`src/rtl/rx_arb_pkg.sv`:
```
// Shared types and helpers for the receiver I/Q sample arbiter and its round-robin core.
package rx_arb_pkg;

   localparam int unsigned DW_DEFAULT = 24;

   typedef enum logic [1:0] {
      IDLE   = 2'd0,
      SEND_I = 2'd1,
      SEND_Q = 2'd2
   } state_t;

   // Ceiling log2, used to size channel indices and to check the tag width
   function automatic int unsigned clog2(input int unsigned n);
      int unsigned r;
      r = 0;
      while ((32'd1 << r) < n) r = r + 1;
      return r;
   endfunction

endpackage

```
`src/rtl/rr_arbiter.sv`:
```
// Combinational round-robin picker: first pending requester above last_grant, wrapping modulo NRX.
module rr_arbiter
   import rx_arb_pkg::*;
#(
   parameter int unsigned NRX = 2,
   parameter int unsigned IW  = (NRX > 1) ? clog2(NRX) : 1
)(
   input  logic [NRX-1:0] pending,
   input  logic [IW-1:0]  last_grant,
   output logic           grant_valid,
   output logic [IW-1:0]  grant_idx
);

   int unsigned c;

   // last_grant is always < NRX, so a single subtraction performs the wrap
   always_comb begin
      grant_valid = 1'b0;
      grant_idx   = '0;
      c           = 0;
      for (int unsigned i = 1; i <= NRX; i++) begin
         c = 32'(last_grant) + i;
         if (c >= NRX) c = c - NRX;
         if (!grant_valid && pending[IW'(c)]) begin
            grant_valid = 1'b1;
            grant_idx   = IW'(c);
         end
      end
   end

endmodule

```
`src/rtl/rx_iq_arbiter.sv`:
```
// Captures per-receiver I/Q samples and serialises them round-robin as tagged I then Q words.
module rx_iq_arbiter
   import rx_arb_pkg::*;
#(
   parameter int unsigned NRX = 2,
   parameter int unsigned DW  = DW_DEFAULT,
   parameter int unsigned CHW = 3
)(
   input  logic              clock,
   input  logic              reset_n,
   input  logic [NRX-1:0]    rx_enable,
   input  logic [NRX-1:0]    rx_strobe,
   input  logic [NRX*DW-1:0] rx_data_I,
   input  logic [NRX*DW-1:0] rx_data_Q,
   output logic              out_valid,
   input  logic              out_ready,
   output logic [DW-1:0]     out_data,
   output logic [CHW-1:0]    out_chan,
   output logic              out_last,
   output logic [NRX-1:0]    overrun,
   input  logic              clear_overrun
);

   localparam int unsigned IW = (NRX > 1) ? clog2(NRX) : 1;

   if (CHW < clog2(NRX)) begin : g_chw_check
      $error("rx_iq_arbiter: CHW too narrow to tag NRX channels");
   end

   state_t         state, state_nxt;
   logic [NRX-1:0] pending, drain, cap, ovr_set;
   logic [DW-1:0]  hold_i [NRX];
   logic [DW-1:0]  hold_q [NRX];
   logic [DW-1:0]  stage_q, stage_q_nxt;
   logic [IW-1:0]  last_grant, last_grant_nxt, grant_idx;
   logic           grant_valid, grant_fire;
   logic           out_valid_nxt, out_last_nxt;
   logic [DW-1:0]  out_data_nxt;
   logic [CHW-1:0] out_chan_nxt;

   rr_arbiter #(.NRX(NRX), .IW(IW)) u_rr (
      .pending     (pending),
      .last_grant  (last_grant),
      .grant_valid (grant_valid),
      .grant_idx   (grant_idx)
   );

   // A grant draining channel k frees its slot, so a same-cycle capture is not an overrun
   always_comb begin
      drain   = '0;
      cap     = '0;
      ovr_set = '0;
      for (int k = 0; k < int'(NRX); k++) begin
         drain[k]   = grant_fire && (grant_idx == IW'(k));
         cap[k]     = rx_strobe[k] && rx_enable[k] && (!pending[k] || drain[k]);
         ovr_set[k] = rx_strobe[k] && rx_enable[k] && pending[k] && !drain[k];
      end
   end

   always_ff @(posedge clock or negedge reset_n) begin
      if (!reset_n) begin
         pending <= '0;
         overrun <= '0;
         for (int k = 0; k < int'(NRX); k++) begin
            hold_i[k] <= '0;
            hold_q[k] <= '0;
         end
      end else begin
         pending <= (pending & ~drain) | cap;
         overrun <= (overrun & ~{NRX{clear_overrun}}) | ovr_set;
         for (int k = 0; k < int'(NRX); k++) begin
            if (cap[k]) begin
               hold_i[k] <= rx_data_I[k*DW +: DW];
               hold_q[k] <= rx_data_Q[k*DW +: DW];
            end
         end
      end
   end

   // Next-state and next-output; outputs only change on a grant or a handshake
   always_comb begin
      state_nxt      = state;
      out_valid_nxt  = out_valid;
      out_data_nxt   = out_data;
      out_chan_nxt   = out_chan;
      out_last_nxt   = out_last;
      stage_q_nxt    = stage_q;
      last_grant_nxt = last_grant;
      grant_fire     = 1'b0;
      case (state)
         IDLE: begin
            if (grant_valid) begin
               grant_fire     = 1'b1;
               last_grant_nxt = grant_idx;
               stage_q_nxt    = hold_q[grant_idx];
               out_data_nxt   = hold_i[grant_idx];
               out_chan_nxt   = CHW'(grant_idx);
               out_valid_nxt  = 1'b1;
               out_last_nxt   = 1'b0;
               state_nxt      = SEND_I;
            end
         end
         SEND_I: begin
            if (out_ready) begin
               out_data_nxt = stage_q;
               out_last_nxt = 1'b1;
               state_nxt    = SEND_Q;
            end
         end
         SEND_Q: begin
            if (out_ready) begin
               out_valid_nxt = 1'b0;
               out_last_nxt  = 1'b0;
               state_nxt     = IDLE;
            end
         end
         default: state_nxt = IDLE;
      endcase
   end

   always_ff @(posedge clock or negedge reset_n) begin
      if (!reset_n) begin
         state      <= IDLE;
         out_valid  <= 1'b0;
         out_data   <= '0;
         out_chan   <= '0;
         out_last   <= 1'b0;
         stage_q    <= '0;
         last_grant <= IW'(NRX - 1);
      end else begin
         state      <= state_nxt;
         out_valid  <= out_valid_nxt;
         out_data   <= out_data_nxt;
         out_chan   <= out_chan_nxt;
         out_last   <= out_last_nxt;
         stage_q    <= stage_q_nxt;
         last_grant <= last_grant_nxt;
      end
   end

endmodule
```
`config.mk`:
```
export PLATFORM = sky130hd
export DESIGN_NAME = rx_iq_arbiter
export DESIGN_NICKNAME = d
export VERILOG_FILES = /design/src/rtl/rx_arb_pkg.sv /design/src/rtl/rr_arbiter.sv /design/src/rtl/rx_iq_arbiter.sv
export SDC_FILE = /design/constraint.sdc
export NUM_CORES = 1
export LEC_CHECK = 0
export BUFFER_PORTS_ARGS = -buffer_cell sky130_fd_sc_hd__buf_2
export CAP_MARGIN = 10
export CORE_ASPECT_RATIO = 1.75
export CORE_MARGIN = 2
export CORE_UTILIZATION = 47
export CTS_CLUSTER_DIAMETER = 80
export DETAILED_ROUTE_END_ITERATION = 6
export PLACE_DENSITY = 0.8
export SETUP_SLACK_MARGIN = 0.2
export SLEW_MARGIN = 20
export SYNTH_ARGS = -nofsm -noshare
export SYNTH_HDL_FRONTEND = slang
export SYNTH_HIERARCHICAL = 1
export SYNTH_SLANG_ARGS = --single-unit
```
`constraint.sdc`:
```
create_clock -name clock -period 3 [get_ports clock]
set_input_delay 0.9 -clock clock [delete_from_list [all_inputs] [get_ports clock]]
set_output_delay 0.9 -clock clock [all_outputs]
set_load 0.01 [all_outputs]
```
==> run summary <==
The run finished with clean final reports. The critical path buffer and inverter count came out at 1. Adding up every negative setup slack in the final design gives 0 ns. Setup slack closes at 0.602 ns. For this run, the register share of the synthesized area comes to 59.3%. TritonCTS built the clock tree. For this design, the CTS-stage hold fixing added 0 buffers. The number of enable-type register cells in the synthesized netlist works out to 0. The cell with the most instances after synthesis is sky130_fd_sc_hd__dfrtp_1.

Routability-driven placement finished with a final weighted congestion of 0.864. Clock skew on the completed layout was measured at 0.00979 ns. Summed over all layers, the routed wires come to 14300 um. Compared with the post-synthesis result, the final layout area differs by 23.4%. Dividing the detail-routed via count by the number of cells gives 5.23. The cell type group with the largest total delay on the critical path is compound AO/OA/AOI/OAI gates. After synthesis, the share of cell area in mux cells is 28.5%. The final cell area excluding filler cells is 0.00802 mm^2. STA puts the critical path data required time at 3.29 ns. In this run the deepest clock path goes through 2 buffers. Library cell contributing the largest single delay on the critical path: sky130_fd_sc_hd__a21oi_4. After Yosys synthesis, and, or, nand and nor cells account for 4.44% of the synthesized area.

The worst hold path belongs to the class in2async. The minimum setup slack after placement came out at 0.620 ns. Clock latency on the worst-skew pair, taken at its later pin, is 0.41 ns. Power spread over the standard cell area amounts to 1170 mW/mm^2. The synthesized netlist contains 26 unique library cells.

The run gives 0.000559 V as the worst vdd rail ir drop. In the final routed layout, each cell accounts on average for 17.7 um. The site row count is 56, and the number of antenna violations at the first check in global routing is 1.

In this run, CTS created clock tree buffers numbering 17. For the finished layout, the period the worst path requires is 2.40 ns. For the H-tree depth reported by CTS, the log shows 4.

Counting instances in the post-synthesis netlist gives the leading cell types as sky130_fd_sc_hd__dfrtp_1, sky130_fd_sc_hd__mux2_2, sky130_fd_sc_hd__nand2_1. Of all nets on the critical path, the largest fanout is 24. For this configuration, the core starts out at a cell density of 48.4%.

The launching element type of the critical path is a register. The maximum number of pins on one net before global-route repair is 62, and the cell area after placement is 0.00735 mm^2. The worst reg-to-reg path cell count is 5, and the number of gates given a new drive strength after cts is 0. The run gives 225 as the number of DRC violations after detailed-routing iteration 0. At the pin with the least slew margin, the transition time is 0.870 ns. The synthesized design devotes to its leading area cell type 58.9% of total area. The worst path uses 79.9% of the clock period.

Based on the critical path, the design can be clocked at up to 417 MHz. In this run the tightest slew margin relative to its limit is 42.0%. The share of synthesized cell area in full adder, half adder and majority cells is 0%. In the final layout, the share of cells above drive strength 1 is 44.1%. Across the run, the number of max-cap violations was 0. The HPWL reported at the end of detailed placement was 10200 um. The synthesized design spends more area on one cell type than any other, namely sky130_fd_sc_hd__dfrtp_1.

Synthesis produced 491 cells. The clock input transition at the sequential cells of the worst setup and hold paths came out at 0.06 ns. For this run, the number of Yosys warnings is 6.

Of all flip-flops after synthesis, the portion carrying an async set or reset was 100%. In this run the count of I/O pins placed on the die edge is 135. After synthesis, the largest family of logic cells by area is multiplexers. From left edge to right edge, the die measures 92.9 um.

The tools report the total number of clock tree sinks as 154. The tools report the global-route congestion overflow total as 0. The logs give 0 for the count of endpoints failing setup in the final report and 0 for the count of pins over their slew limit. Summed over all cells, the static leakage comes to 3.80 nW. The number of I/O port buffers was 132; the hold violation count in the final report was 0. The most used flip-flop cell after synthesis was sky130_fd_sc_hd__dfrtp_1.

After layout, the design draws a total of 0.00936 W. Kind of capture point of the worst setup path: a register. The routed layout has 4209 vias.

The global-route usage over all layers was 20.3%. Summing the areas of all xor and xnor instances in the mapped netlist gives 0% of the synthesized area. The remaining antenna violation count was 0; the first-pass iteration count of the detailed router was 4.

The filler cells instantiated in the layout total 1096. The critical path class is reg2reg. For the placeable core area, the log shows 0.0135 mm^2. Wire length of the first global-routing pass: 23000 um. The total of flip-flops plus latches after synthesis was 154. The via count of the first global-routing pass came out at 4621.

The height of the chip is 160 um. Compound-gate portion of the synthesized area: 4.71%. The final layout contains 721 nets. The register-to-register setup slack was 0.60 ns; the synthesized area was 0.00650 mm^2. After detailed routing, the number of remaining DRC violations is 0. Number of buffers inserted by post-CTS setup repair: 0. Clock root buffer: sky130_fd_sc_hd__clkbuf_16. The logic depth of the worst path, buffers included was 5; the signal arrival time at the worst endpoint was 2.69 ns. The average instance in the mapped netlist occupies 13.2 um^2. Walking the worst path, the cells encountered are a21boi_4 > nand4bb_1 > a21oi_4 > buf_12 > mux2_2.

Setup repair after global routing left no endpoint under its margin. The floorplan step defined a die boundary enclosing 0.0148 mm^2. The highest cell delay on the worst timing path works out to 0.47 ns.

By area the synthesized netlist is led by sky130_fd_sc_hd__dfrtp_1, sky130_fd_sc_hd__mux2_2, sky130_fd_sc_hd__mux2i_1.
## worst paths after layout
kind                                        start                      end
min                                       reset_n  stage_q[22]$_DFFE_PN0N_
max                          pending[1]$_DFF_PN0_   hold_i[14]$_DFFE_PN0P_
min in group clock         stage_q[7]$_DFFE_PN0N_   stage_q[7]$_DFFE_PN0N_
min reg2reg                stage_q[7]$_DFFE_PN0N_   stage_q[7]$_DFFE_PN0N_
max in group asynchronous                 reset_n   hold_q[20]$_DFFE_PN0P_
max reg2reg                  pending[1]$_DFF_PN0_   hold_i[14]$_DFFE_PN0P_
## placed cells by master, fill, tap and decap left out, types with 5 or more instances in the layout
master                      synthesis  final
sky130_fd_sc_hd__o21ai_0           52     52
sky130_fd_sc_hd__bufinv_16          0      5
sky130_fd_sc_hd__mux2_2           100    100
sky130_fd_sc_hd__mux2i_1           50     50
sky130_fd_sc_hd__mux2_1            20     20
sky130_fd_sc_hd__clkbuf_16          0     17
sky130_fd_sc_hd__dfrtp_1          153    153
sky130_fd_sc_hd__buf_2              9    131
sky130_fd_sc_hd__nand2_1           62     62
## area by class of cell
class | instances | area [um^2] | area share (%)
sequential | 154 | 3850 | 48.0
multi-input combinational | 300 | 2480 | 31.0
timing repair buffer | 140 | 777 | 9.68
clock buffer | 22 | 484 | 6.03
tap | 174 | 218 | 2.71
clock inverter | 10 | 188 | 2.34
inverter | 4 | 15.0 | 0.187
antenna | 1 | 2.50 | 0.0312
## power by group
part	switching (W)	leakage, nW	internal [W]
logic	0.00155	1.63	0.00166
clock network	0.000801	0.323	0.00157
registers	0.000637	1.85	0.00314
total	0.00299	3.80	0.00637
## kinds of logic (layout without fill, tap and decap cells)
kind of cell / after synthesis / in the layout
other: 1 / 3
multiplexers: 170 / 170
flip-flops: 154 / 154
AND/OR/NAND/NOR: 69 / 69
AO/OA/AOI/OAI: 59 / 59
buffers and inverters: 38 / 176
## routing by layer
layer / GRT usage [%] / share of wire [%] / vias to the layer above
li1: - / - / 1969
met1: 23.9 / 40 / 2067
met2: 33.6 / 52 / 134
met3: 4.91 / 3.9 / 39
met4: 11.2 / 4.6 / 0
met5: 0 / 0 / -
## flip-flops by register name, summed over array words and instances (netlist names)
name / cells
out_last: 1
hold_i: 48
out_data: 24
out_chan: 1
state: 2
pending: 2
hold_q: 48
stage_q: 24
out_valid: 1
last_grant: 1
overrun: 2
## through the flow
stage	hold WS [ns]	utilization [%]	instances
4_1_cts	0.470	59.6	804
6_report	0.463	59.6	805
3_5_place_dp	0.470	54.6	772
2_1_floorplan	0.439	-	492
5_1_grt	0.488	59.6	805
3_3_place_gp	0.462	54.6	772
No activity file was read; power rests on OpenSTA's default activity.
